`src/rtl/ext_pkg.sv`:
```
`default_nettype none
// ============================================================================
//  Module      : ext_pkg
//  Description : Shared types and helpers for the extension arbiter slice.
//                Width codes for the variable-width extender, requester IDs
//                and a helper returning the field width in bits.
//  Revision    : 1.0 - initial release
// ============================================================================
package ext_pkg;

    typedef enum logic [2:0] {
        W8     = 3'd0,
        W9     = 3'd1,
        W12    = 3'd2,
        W16    = 3'd3,
        W19    = 3'd4,
        W26    = 3'd5,
        W32    = 3'd6,
        W_RSVD = 3'd7
    } width_t;

    localparam logic REQ_M = 1'b0;
    localparam logic REQ_D = 1'b1;

    // Number of meaningful field bits for a width code; 0 for the reserved code.
    function automatic logic [5:0] width_bits(input width_t w);
        logic [5:0] bits;
        case (w)
            W8:      bits = 6'd8;
            W9:      bits = 6'd9;
            W12:     bits = 6'd12;
            W16:     bits = 6'd16;
            W19:     bits = 6'd19;
            W26:     bits = 6'd26;
            W32:     bits = 6'd32;
            default: bits = 6'd0;
        endcase
        return bits;
    endfunction

endpackage
`default_nettype wire

```
`src/rtl/ext_unit.sv`:
```
`default_nettype none
// ============================================================================
//  Module      : ext_unit
//  Description : Combinational variable-width sign/zero extender.
//                Ports:
//                  field [31:0] raw right-justified bits
//                  width        width code (width_t)
//                  sign         1 = sign-extend, 0 = zero-extend
//                  data  [63:0] extended result (0 for reserved code)
//                  err          reserved width code used
//  Revision    : 1.0 - initial release
// ============================================================================
module ext_unit
    import ext_pkg::*;
(
    input  logic [31:0] field,
    input  width_t      width,
    input  logic        sign,
    output logic [63:0] data,
    output logic        err
);

    logic [5:0]  w_bits;
    logic [4:0]  w_msb;
    logic [63:0] w_mask;
    logic        w_fill;

    always_comb begin
        w_bits = width_bits(width);
        // For 32 bits the low five bits are 0, so 0-1 wraps to 31 as wanted.
        w_msb  = w_bits[4:0] - 5'd1;
        // 2 << msb gives 2^W without needing a 6-bit shift; minus one is the mask.
        w_mask = (64'd2 << w_msb) - 64'd1;
        w_fill = sign & field[w_msb];

        if (width == W_RSVD) begin
            data = 64'd0;
            err  = 1'b1;
        end else begin
            data = ({32'd0, field} & w_mask) | ({64{w_fill}} & ~w_mask);
            err  = 1'b0;
        end
    end

endmodule
`default_nettype wire

```
`src/rtl/ext_arbiter.sv`:
```
`default_nettype none
// ============================================================================
//  Module      : ext_arbiter
//  Description : Shares one ext_unit between the memory stage (M, fixed
//                priority) and the decode stage (D). A saturating starvation
//                counter lets D win after MAX_WAIT consecutive denials.
//                Ports:
//                  clk, reset_n          clock, async active-low reset
//                  req_*/field_*/width_*/sign_*   requester operands
//                  flush_d               kills D arbitration this cycle
//                  gnt_m, gnt_d          combinational grants
//                  resp_valid/id/data/err registered response, 1 cycle later
//  Revision    : 1.0 - initial release
// ============================================================================
module ext_arbiter
    import ext_pkg::*;
#(
    parameter int unsigned MAX_WAIT = 3
)(
    input  logic        clk,
    input  logic        reset_n,
    input  logic        req_m,
    input  logic [31:0] field_m,
    input  logic [2:0]  width_m,
    input  logic        sign_m,
    input  logic        req_d,
    input  logic [31:0] field_d,
    input  logic [2:0]  width_d,
    input  logic        sign_d,
    input  logic        flush_d,
    output logic        gnt_m,
    output logic        gnt_d,
    output logic        resp_valid,
    output logic        resp_id,
    output logic [63:0] resp_data,
    output logic        resp_err
);

    localparam logic [3:0] c_MAX_STARVE = 4'(MAX_WAIT);

    logic [3:0]  r_starve;
    logic        r_resp_valid;
    logic        r_resp_id;
    logic [63:0] r_resp_data;
    logic        r_resp_err;

    logic        w_rd;
    logic        w_d_wins;
    logic        w_gnt_m;
    logic        w_gnt_d;
    logic [31:0] w_sel_field;
    width_t      w_sel_width;
    logic        w_sel_sign;
    logic [63:0] w_ext_data;
    logic        w_ext_err;

    // Grants are forced low while reset is asserted.
    always_comb begin
        w_rd     = req_d & ~flush_d;
        w_d_wins = w_rd & (~req_m | (r_starve == c_MAX_STARVE));
        w_gnt_d  = reset_n & w_d_wins;
        w_gnt_m  = reset_n & req_m & ~w_d_wins;
    end

    assign gnt_m = w_gnt_m;
    assign gnt_d = w_gnt_d;

    // Operand mux steered by the D grant; M is the default path.
    always_comb begin
        if (w_gnt_d) begin
            w_sel_field = field_d;
            w_sel_width = width_t'(width_d);
            w_sel_sign  = sign_d;
        end else begin
            w_sel_field = field_m;
            w_sel_width = width_t'(width_m);
            w_sel_sign  = sign_m;
        end
    end

    ext_unit u_ext_unit (
        .field (w_sel_field),
        .width (w_sel_width),
        .sign  (w_sel_sign),
        .data  (w_ext_data),
        .err   (w_ext_err)
    );

    // Starvation counter: counts consecutive cycles D asked (unflushed) and
    // lost; any gap, flush or D win restarts the count.
    always_ff @(posedge clk or negedge reset_n) begin
        if (!reset_n) begin
            r_starve <= 4'd0;
        end else if (!w_rd || w_gnt_d) begin
            r_starve <= 4'd0;
        end else if (r_starve != c_MAX_STARVE) begin
            r_starve <= r_starve + 4'd1;
        end
    end

    // Response register: payload only updates on a grant, holds otherwise.
    always_ff @(posedge clk or negedge reset_n) begin
        if (!reset_n) begin
            r_resp_valid <= 1'b0;
            r_resp_id    <= REQ_M;
            r_resp_data  <= 64'd0;
            r_resp_err   <= 1'b0;
        end else if (w_gnt_m || w_gnt_d) begin
            r_resp_valid <= 1'b1;
            r_resp_id    <= w_gnt_d ? REQ_D : REQ_M;
            r_resp_data  <= w_ext_data;
            r_resp_err   <= w_ext_err;
        end else begin
            r_resp_valid <= 1'b0;
        end
    end

    assign resp_valid = r_resp_valid;
    assign resp_id    = r_resp_id;
    assign resp_data  = r_resp_data;
    assign resp_err   = r_resp_err;

endmodule
`default_nettype wire

```
`config.mk`:
```
export PLATFORM = sky130hd
export DESIGN_NAME = ext_arbiter
export DESIGN_NICKNAME = d
export VERILOG_FILES = /design/src/rtl/ext_pkg.sv /design/src/rtl/ext_unit.sv /design/src/rtl/ext_arbiter.sv
export SDC_FILE = /design/constraint.sdc
export NUM_CORES = 1
export LEC_CHECK = 0
export ABC_AREA = 1
export BUFFER_PORTS_ARGS = -buffer_cell sky130_fd_sc_hd__buf_2
export CORE_MARGIN = 2
export CORE_UTILIZATION = 32
export CTS_BUF_LIST = sky130_fd_sc_hd__clkbuf_8
export CTS_CLUSTER_SIZE = 8
export DETAILED_ROUTE_END_ITERATION = 10
export HOLD_SLACK_MARGIN = 0.08
export MAX_ROUTING_LAYER = met4
export PLACE_DENSITY_LB_ADDON = 0.05
export SYNTH_ARGS = -nofsm -noshare
export SYNTH_HDL_FRONTEND = slang
export SYNTH_SLANG_ARGS = --single-unit
```
`constraint.sdc`:
```
create_clock -name clk -period 2.9 [get_ports clk]
set_clock_uncertainty 0.15 [all_clocks]
set_input_delay 0.58 -clock clk [delete_from_list [all_inputs] [get_ports clk]]
set_output_delay 0.58 -clock clk [all_outputs]
set_load 0.005 [all_outputs]
```
==> key figures <==
Clock tree
  – # H-tree levels: 3
  – Worst-path clk slew: 0.08 ns
  – Clock root cell: clkbuf_8
  – CTS tree: built
  – Worst skew pair latency: 0.36 ns
  – Number of clock sinks: 68
  – Total CTS buffers: 9
  – Clk buf depth: 2

Layout
  – Highest-count cells in the layout ignoring fill and taps: 263 x nand2_1, 144 x buf_2, 68 x dfrtp_1
  – Layout cells sized above 1: 31.9%
  – Synthesis-to-layout area growth: 32.5%
  – Antenna diodes: 0
  – Commonest non-fill, non-tap cell in the layout: nand2_1
  – Post-Layout Cell Count: 807
  – # nets final: 741
  – Final instance area: 0.00487 mm²

Power
  – Static leakage: 3.04 nW
  – VDD IR-drop max: 242 µV
  – Tot Pwr: 2.56 mW
  – Pwr Density: 526 mW/mm²

Worst setup path
  – Worst Setup End Kind: register
  – Req. time, crit path: 3.01 ns
  – Crit path arrival time: 2.81 ns
  – Crit path kind: register to register
  – FF-to-FF Start: r_starve[1]
  – Crit-path leading delay family: simple AND/OR/NAND/NOR gates
  – Worst path slowest cell: dfrtp_1
  – Crit path top cell by count: nand2_1
  – R2r endpoint: resp_data[14]
  – Critical-path cell list: ha_2 -> nand2_2 -> nand2_4 -> nand3_4 -> buf_12 -> nand2_1 -> nand2_2 -> nor2_2 -> nand2_1 -> nor2_1 -> nor2_1 -> nand2_1 -> nand3_1 -> nand2_1 -> nand2_2 -> nand2_4 -> buf_4 -> nand2_1 -> nand2_1 -> nand2_1
  – R2R depth: 20
  – Startpoint types: register
  – Flop2flop setup slack: 0.20 ns
  – CP Buf/Inv Count: 2
  – Slowest stage delay, CP: 0.39 ns
  – Crit. Startpoint: r_starve[1]
  – Max FO, Critical Path: 9

Worst hold path
  – Hold Path Depth: 2
  – Hold Path Origin: resp_data[48]
  – HP Class: register to register
  – WHS Endpoint: resp_data[48]

STA
  – Highest clock rate: 371 MHz
  – Worst Tran Pin Value: 0.847 ns
  – Tcrit/Tclk final: 93.0%
  – Setup violations, final: 0
  – WHS: 0.324 ns
  – Pins Over Slew Limit: 0
  – Tmin final: 2.70 ns
  – Slew HR: 43.5%
  – Hold Violations, Final: 0
  – Final setup margin: 0.202 ns

Placement
  – Placer Congestion: 0.894
  – Area after DPL: 0.00458 mm²
  – HPWL Detailed: 8630 µm
  – Port-buffer cells: 145
  – Dpl cells: 785
  – DP Worst Slack: 0.00820 ns

Drt
  – Vias: 3,748
  – First-pass DRT Iterations: 5
  – Total Wirelength: 11,600 µm
  – # DRC: 0
  – DRT antenna net count: 0
  – Drt wl/cell: 14.4 µm
  – Vias per cell: 4.64
  – 1st-iter DRT viols: 264

Synthesis
  – Synthesized flop and latch total: 68
  – Sequential share of the synthesized area: 46.3%
  – Synth area leader: dfrtp_1
  – Syn_area_per_cell: 7.25 µm²
  – Synth cell types: 30
  – Syn Std Cell Area: 0.00368 mm²
  – Synth area leaders: dfrtp_1 46%, nand2_1 27%, inv_1 3.3%
  – Gate Count Post-Synth: 507
  – Area share of the largest cell type after synthesis: 46.3%
  – Synth warn: 0

Die
  – Core area: 0.0113 mm²
  – # rows: 39
  – Starting density of the core: 32.5%
  – Die area: 0.0124 mm²
  – IO Pins: 146
  – Die Ht: 111 µm
  – DIE WIDTH: 111 µm

GRT
  – GRT Util Overall: 19.3%
  – Vias in the first global route: 3,589
  – Initial antenna violation count: 0
  – Final global-route overflow total: 0
  – First-pass GRT wire length: 18,300 µm
  – Largest net degree at the start of global routing: 65

Flow run
  – Max-cap violations: 0

Run status
  – Outcome: complete, no violations
==> kinds of logic (layout without fill, tap and decap cells) <==
kind of cell    Yosys count  after routing  share of synthesized area, %
other cells               1              2                         0.102
flops                    68             68                          46.3
simple gates            330            331                          37.3
buf+inv                  63            218                          8.34
fa+ha+maj                 2              2                         0.681
xor+xnor                  2              2                         0.477
compound gates           39             39                          6.26
mux                       2              2                         0.545
==> report_power, final <==
group          internal, mW  switching [mW]  total [mW]  leakage (nW)
combinational         0.296           0.375       0.671          2.06
clock                 0.341           0.365       0.707        0.0831
sequential             1.10          0.0829        1.18         0.891
total                  1.74           0.823        2.56          3.04
==> per-layer routing <==
layer,vias to the layer above,global-route usage [%],share of wire (%)
li1,1881,-,-
met1,1694,25.9,46
met2,152,28.5,45
met3,21,4.21,6.8
met4,0,7.41,2.3
met5,-,-,0
==> through the flow <==
stage / setup TNS [ns] / utilization [%]
final: 0 / 43.0
after global routing: -0.126 / 43.0
after CTS: 0 / 42.0
after detailed placement: 0 / 40.4
after global placement: 0 / 40.4
after floorplan: 0 / -
==> registers in the layout, summed over array words and instances, names as in the netlist <==
name and flops:
resp_valid 1, r_starve 4, resp_id 1, resp_data 61, resp_err 1
==> cell type report <==
type                       instances  area, µm²
clock buffer                      11        151
fill                            1231       6450
sequential                        68       1700
multi-input combinational        378       1690
clock inverter                     2       12.5
tap                              143        179
inverter                          36        140
timing repair buffer             169        995
==> worst register-to-register path, delay by kind of cell, from the launching register on <==
| kind | cells | cell delay, ns |
|---|---|---|
| fa+ha+maj | 1 | 0.21 |
| buf+inv | 2 | 0.33 |
| flops | 1 | 0.39 |
| simple gates | 17 | 1.52 |
==> Yosys cell counts (all sizes together) <==
| cell type | instances |
|---|---|
| o21ai | 12 |
| nor2 | 28 |
| nand3 | 12 |
| a21boi | 1 |
| conb | 1 |
| dfrtp | 68 |
| a21oi | 9 |
| ha | 2 |
| inv | 36 |
| nand4 | 8 |
| buf | 17 |
| o21a | 1 |
| nand2 | 280 |
| clkbuf | 10 |
| or2 | 1 |
| a41oi | 4 |
| xor2 | 2 |
| a31oi | 12 |
| and3 | 1 |
| mux2i | 2 |
==> worst max-delay path by stage <==
stage	to	slack, ns	cells after the start
after floorplan	resp_data[13]	0.48	17
after global placement	resp_data[14]	0.06	22
after detailed placement	resp_data[14]	0.008	21
after CTS	resp_data[14]	0.006	22
after global routing	resp_data[14]	-0.03	18
final	resp_data[14]	0.20	20
==> repair_timing <==
action / 4_1_cts / 5_1_grt
resized for setup: 0 / 8
setup endpoints to repair: 0 / 53
hold buffers: 1 / 0
hold endpoints to repair: 4 / 0
setup buffers: 0 / 6
No activity file was read; power rests on OpenSTA's default activity.
